===== src/rtl/uart_tx_stream.sv =====
// UART transmitter that pulls words from a first-word-fall-through FIFO and sends
// 8N1-style frames (start, DBIT data bits LSB first, SB_TICK/16 stop bits) at 16x oversampling.
module uart_tx_stream #(
    parameter int DBIT    = 8,
    parameter int SB_TICK = 16,
    parameter int DVSR    = 163
) (
    input  logic            clk,
    input  logic            reset,
    input  logic            tx_en,
    input  logic            fifo_empty,
    input  logic [DBIT-1:0] fifo_r_data,
    output logic            fifo_rd,
    output logic            tx,
    output logic            tx_busy
);

    localparam int CW = (DVSR > 1) ? $clog2(DVSR) : 1;
    localparam int SW = $clog2((SB_TICK > 16) ? SB_TICK : 16);
    localparam int NW = (DBIT > 1) ? $clog2(DBIT) : 1;

    typedef enum logic [1:0] {IDLE, START, DATA, STOP} state_t;

    state_t          state_q, state_d;
    logic [CW-1:0]   cnt_q, cnt_d;
    logic [SW-1:0]   s_q, s_d;
    logic [NW-1:0]   n_q, n_d;
    logic [DBIT-1:0] b_q, b_d;
    logic            tx_q, tx_d;
    logic            tick;

    // Tick counter only runs while a frame is active, so every frame starts phase-aligned.
    assign tick = (state_q != IDLE) && (cnt_q == CW'(DVSR - 1));

    always_ff @(posedge clk or posedge reset) begin
        if (reset) begin
            state_q <= IDLE;
            cnt_q   <= '0;
            s_q     <= '0;
            n_q     <= '0;
            b_q     <= '0;
            tx_q    <= 1'b1;
        end else begin
            state_q <= state_d;
            cnt_q   <= cnt_d;
            s_q     <= s_d;
            n_q     <= n_d;
            b_q     <= b_d;
            tx_q    <= tx_d;
        end
    end

    always_comb begin
        state_d = state_q;
        cnt_d   = '0;
        s_d     = s_q;
        n_d     = n_q;
        b_d     = b_q;
        fifo_rd = 1'b0;
        tx_d    = 1'b1;

        if (state_q != IDLE) begin
            cnt_d = tick ? '0 : cnt_q + CW'(1);
        end

        case (state_q)
            IDLE: begin
                if (tx_en && !fifo_empty && !reset) begin
                    fifo_rd = 1'b1;
                    b_d     = fifo_r_data;
                    s_d     = '0;
                    state_d = START;
                end
            end
            START: begin
                if (tick) begin
                    if (s_q == SW'(15)) begin
                        s_d     = '0;
                        n_d     = '0;
                        state_d = DATA;
                    end else begin
                        s_d = s_q + SW'(1);
                    end
                end
            end
            DATA: begin
                if (tick) begin
                    if (s_q == SW'(15)) begin
                        s_d = '0;
                        b_d = b_q >> 1;
                        if (n_q == NW'(DBIT - 1)) begin
                            state_d = STOP;
                        end else begin
                            n_d = n_q + NW'(1);
                        end
                    end else begin
                        s_d = s_q + SW'(1);
                    end
                end
            end
            STOP: begin
                if (tick) begin
                    if (s_q == SW'(SB_TICK - 1)) begin
                        s_d     = '0;
                        state_d = IDLE;
                    end else begin
                        s_d = s_q + SW'(1);
                    end
                end
            end
            default: state_d = IDLE;
        endcase

        // Line level follows the state being entered so tx stays aligned with tx_busy.
        case (state_d)
            START:   tx_d = 1'b0;
            DATA:    tx_d = b_d[0];
            default: tx_d = 1'b1;
        endcase
    end

    assign tx      = tx_q;
    assign tx_busy = (state_q != IDLE);

endmodule


===== config.mk =====
export PLATFORM = sky130hd
export DESIGN_NAME = uart_tx_stream
export DESIGN_NICKNAME = d
export VERILOG_FILES = /design/src/rtl/uart_tx_stream.sv
export SDC_FILE = /design/constraint.sdc
export NUM_CORES = 1
export LEC_CHECK = 0
export CORE_MARGIN = 4
export CORE_UTILIZATION = 54
export DETAILED_ROUTE_END_ITERATION = 16
export GPL_ROUTABILITY_DRIVEN = 0
export GPL_TIMING_DRIVEN = 0
export PLACE_DENSITY = 0.88
export SETUP_SLACK_MARGIN = 0.1
export SLEW_MARGIN = 20
export SYNTH_ARGS = -nofsm -noshare
export SYNTH_HDL_FRONTEND = slang
export SYNTH_SLANG_ARGS = --single-unit

===== constraint.sdc =====
create_clock -name clk -period 1.9 [get_ports clk]
set_input_delay 0.285 -clock clk [delete_from_list [all_inputs] [get_ports clk]]
set_output_delay 0.285 -clock clk [all_outputs]
set_load 0.03 [all_outputs]

# == Word-level counts from Yosys, hierarchy flattened ==
# Cells that the tools add are included.
# W data, S select, Z words.
# op_classes
addsub,3
n_eq_ne,15
mux,28
reduce_logical,13
# ops
cell,n
$mux W8,5
$mux W2,8
$pmux W8 S2,1
$mux W3,5
$mux W4,3
$ne A2 B2 Y1 const B,6
$add A8 B1 Y8 const B,1
$eq A8 B8 Y1 const B,1
$pmux W2 S4,1
$pmux W4 S2,1
$eq A2 B2 Y1 const B,3
$pmux W3 S2,1
$reduce_and A6 Y1,1
$reduce_bool A2 Y1,3
$add A4 B1 Y4 const B,1
$eq A2 B1 Y1 const B,2
$eq A4 B4 Y1 const B,1
$reduce_and A4 Y1,1
$add A3 B1 Y3 const B,1
$eq A3 B3 Y1 const B,1
$logic_and A1 B1 Y1,3
$reduce_or A3 Y1,1
$logic_not A1 Y1,2
$logic_not A2 Y1,1
other kinds (4),5
# totals
register_bits,26
in_bits,12
output_inout_bits,3
wordCells,66

# == Depth between registers and ports, before layout ==
# depth
ltp_word,7
depth_mapped,8
depth_no_buf,7

# == Least setup slack after synthesis ==
# Ideal clock, no wire load.
# synth_timing
path_type,register to register
from,register s_q[0]
to,register tx_q (netlist: tx)
setup_time_ns,0.085
arrival_ns,1.533
t_required_ns,1.815
path_slack_ns,0.282
path_stages_with_launch,7
path_buffers,0
synth_period_minus_slack_ns,1.618
path_cell_list,dfrtp_1 > ha_1 > and3_1 > and4_4 > a221oi_1 > o311a_1 > mux2i_1
# synth_between
elab_chain_len,6
word_cells_on_any_way,14
cone_classes,eq/ne: 3; mux: 11
# synth_lines
element,line,text
start: declaration,26,"logic [SW-1:0] s_q, s_d;"
start signal: assignment,39,s_q <= '0;
start signal: assignment,46,s_q <= s_d;
$eq A4 B4 Y1 (*),"77, 88, 103",
$mux W2 (on tied branches),"103, 77, 88",
$mux W2 (on tied branches),"102, 76, 87",
$pmux W2 S4,66,case (state_q)
$eq A2 B2 Y1 / $eq A2 B1 Y1 (equally long branches),115,case (state_d)
$pmux W1 S2 (*),115,
via tx_d,29,"logic tx_q, tx_d;"
end signal: assignment,49,tx_q <= tx_d;
end: declaration,29,
# The timed path passes the listed nets; every way through them passes the cells marked *. The select of a mux whose other input is x is not followed.
# A chain may end at the register's enable or synchronous reset.

# == Worst setup path in the final report ==
# layout_timing
from,register state_q[0]
to,output fifo_rd
# layout_between
elab_chain_len,2
# layout_lines
element,line,text
start: declaration,24,"state_t state_q, state_d;"
start signal: assignment,44,state_q <= state_d;
$logic_not A2 Y1,66,
$mux W1,66,
end: declaration,13,"output logic fifo_rd,"
# Every way passes these cells.

==> results.md <==
* Endpoint arrival time on the critical path at 1530 ps
* Total setup violations reported at the end of the flow at 0
* Number of buffer cells added on primary ports at 14
* Layout cells sized above 1 at 22.3%
* Register area share after synthesis at 49.8%
* Total of fill cells in the finished design at 159
* Total negative setup slack at 0 ps
* Commonest cells post-synth: sky130_fd_sc_hd__dfrtp_1, sky130_fd_sc_hd__nand2_1, sky130_fd_sc_hd__nor2_1, sky130_fd_sc_hd__a22oi_1, sky130_fd_sc_hd__a22o_1
* Total number of yosys warnings at 0
* DRT Pass-1 Iters at 4
* Top cells by area in the synthesized netlist: sky130_fd_sc_hd__dfrtp_1, sky130_fd_sc_hd__nand2_1, sky130_fd_sc_hd__ha_1
* Clock root buffer: sky130_fd_sc_hd__clkbuf_4
* Maximum frequency from static timing analysis at 0.550 GHz
* Maximum number of pins on one net before global-route repair at 27
* Category of the worst setup path capture point: output port
* Count of hold-fix buffers inserted at cts at 0
* Antenna Diode Count at 0
* Gate Count Post-Synth at 127
* Skew final at 6.23 ps
* Pwr dens at 866 mW/mm^2
* Critical path peak fanout at 3
* Slew at the pin closest to its max-slew limit at 936 ps
* TritonCTS Sinks at 26
* Count of cell types in the netlist at 35
* Mapped cell area at 0.00131 sq mm
* Element type at the critical path start: register
* Layout area overhead at 25.7%
* Crit path kind: reg -> out
* Final core utilization at 73.0%
* Floorplan Core Area at 0.00225 sq mm
* RSZ-0062 raised after global routing: true
* Effective utilization at floorplan at 58.0%
* Post-synth EDFFs at 0
* DP HPWL at 1.81 mm
* Number of primary I/O pins at 15
* Total CTS buffers at 3
* Die Span Y at 57.2 um
* Number of design-rule violations left by the first detailed-router iteration at 34
* First-pass GRT wire length at 4.46 mm
* Critical path data required time at 1620 ps
* Sum of overflow across all layers after global routing at 0
* Count of standard-cell rows at 17
* Wirelength, routed at 2.80 mm
* Combined area of the multi-input logic cells at 646 sq um
* Biggest area consumer among synthesized cells: sky130_fd_sc_hd__dfrtp_1
* Tmin final at 1820 ps
* Final worst hold slack at 462 ps
* Footprint of the flip-flops and latches at 654 sq um
* Number of global-route vias before repair at 1027
* Hold/Removal Path Class: reg -> reg
* Die W at 57.2 um
* Fin. max-slew vios at 0
* Proportion of synthesized flip-flops having asynchronous set or reset at 100%
* Max transition margin at 37.5%
* Die area at 0.00328 sq mm
* CTS tree: yes
* Ys flop type: sky130_fd_sc_hd__dfrtp_1
* Post-detailed-route wirelength per cell at 15.2 um
* DRC at 0
* Count of antenna-violating nets left after detailed routing at 0
* Via-per-instance ratio at 5.52
* Synth Net Count at 144
* Most frequent cell after synthesis: sky130_fd_sc_hd__dfrtp_1
* Nets@finish at 175
* Flop and latch count out of synthesis at 26
* Top-area cell type share of the netlist area at 47.8%
* Antenna violations before repair at 0
* Static Leak at 0.798 nW
* Max-cap check violation count at 0
* Maximum level of the CTS H-tree at 1
* Clock latency on the worst-skew pair at 320 ps
* Via count at 1022
* Synthesized area per cell at 10.3 sq um
* Share of the cycle needed by the critical path after routing at 95.7%
* Worst VDD drop at 864 uV
* Post-layout power at 1.43 mW
* Aggregate global-route resource usage at 17.3%
* Number of failing hold endpoints at the final stage at 0
* Outcome: finished, final reports clean
* Clock transition at path regs at 140 ps
* Maximum clock insertion buffer count at 2
==> timing repair <==
item | CTS | global route
setup endpoints to repair | 5 | 3
setup buffers | 6 | 6
pin swaps | 2 | 4
gates cloned | 0 | 0
resized for setup | 16 | 2
==> area by class of cell <==
type,instances,area share [%]
plain buffers,2,1.37
multi-input cells,93,39.2
clock buffers,4,2.21
flip-flops and latches,26,39.8
inverters,6,1.37
well taps,28,2.13
repair buffers,26,13.9
==> routing by layer <==
metal / track usage, % / vias to the layer above / wire length, um
met4: 5.30 / 0 / 25
met1: 20.3 / 499 / 1180
met5: 0 / - / 0
met3: 4.75 / 5 / 91
li1: - / 500 / -
met2: 30.7 / 18 / 1510
==> critical path, cell delays in order, from the launching register on <==
cell and delay (ps):
sky130_fd_sc_hd__dfrtp_2 460, sky130_fd_sc_hd__nor2_4 140, sky130_fd_sc_hd__inv_2 70, sky130_fd_sc_hd__nor4b_4 270, sky130_fd_sc_hd__buf_6 150, sky130_fd_sc_hd__buf_6 120
==> power breakdown <==
group          switching (mW)  total [mW]  internal [mW]  leakage (nW)
Sequential             0.0964       0.755          0.658         0.327
Combinational           0.201       0.393          0.192         0.450
Clock                   0.160       0.278          0.117        0.0210
==> sequential cells by signal, indices dropped and copies added (netlist names) <==
register / cells
b_q: 8
n_q: 3
tx: 1
s_q: 4
state_q: 2
cnt_q: 8
==> logic make-up after synthesis <==
| group | Yosys count | share of synthesized area (%) |
|---|---|---|
| mux | 3 | 2.39 |
| flops | 26 | 49.8 |
| simple gates | 55 | 22.4 |
| fa+ha+maj | 5 | 4.78 |
| compound gates | 23 | 12.8 |
| xor+xnor | 7 | 4.68 |
| buf+inv | 8 | 3.15 |
==> per-stage QoR <==
stage	setup WS (ps)	cells	cell area, sq um
floorplan	282	127	1310
global placement	-453	169	1480
detailed placement	-479	169	1480
CTS	34.4	179	1590
finish	81.8	185	1650
global route	29.0	185	1650
==> final timing paths <==
path | start | to | slack (ps) | cells past startpoint
setup / recovery | state_q[0] | fifo_rd | 80 | 5
hold / removal | cnt_q[0] | cnt_q[0] | 460 | 1
setup reg to reg | s_q[0] | tx | 160 | 6
hold reg to reg | cnt_q[0] | cnt_q[0] | 460 | 1
max in group asynchronous | reset | state_q[0] | 720 | 2
min in group asynchronous | reset | s_q[0] | 550 | 2
==> placed cells by master, fill, tap and decap left out, drive strengths merged, types with 3 or more instances in the layout <==
cell            n
a22o            6
o21ai           5
clkdlybuf4s50  11
inv             6
nor2           14
buf            15
clkbuf          4
a22oi           7
xor2            5
nand2          22
nand3           4
ha              5
dfrtp          25
and3            3
Power figures use the tool's default switching activity.
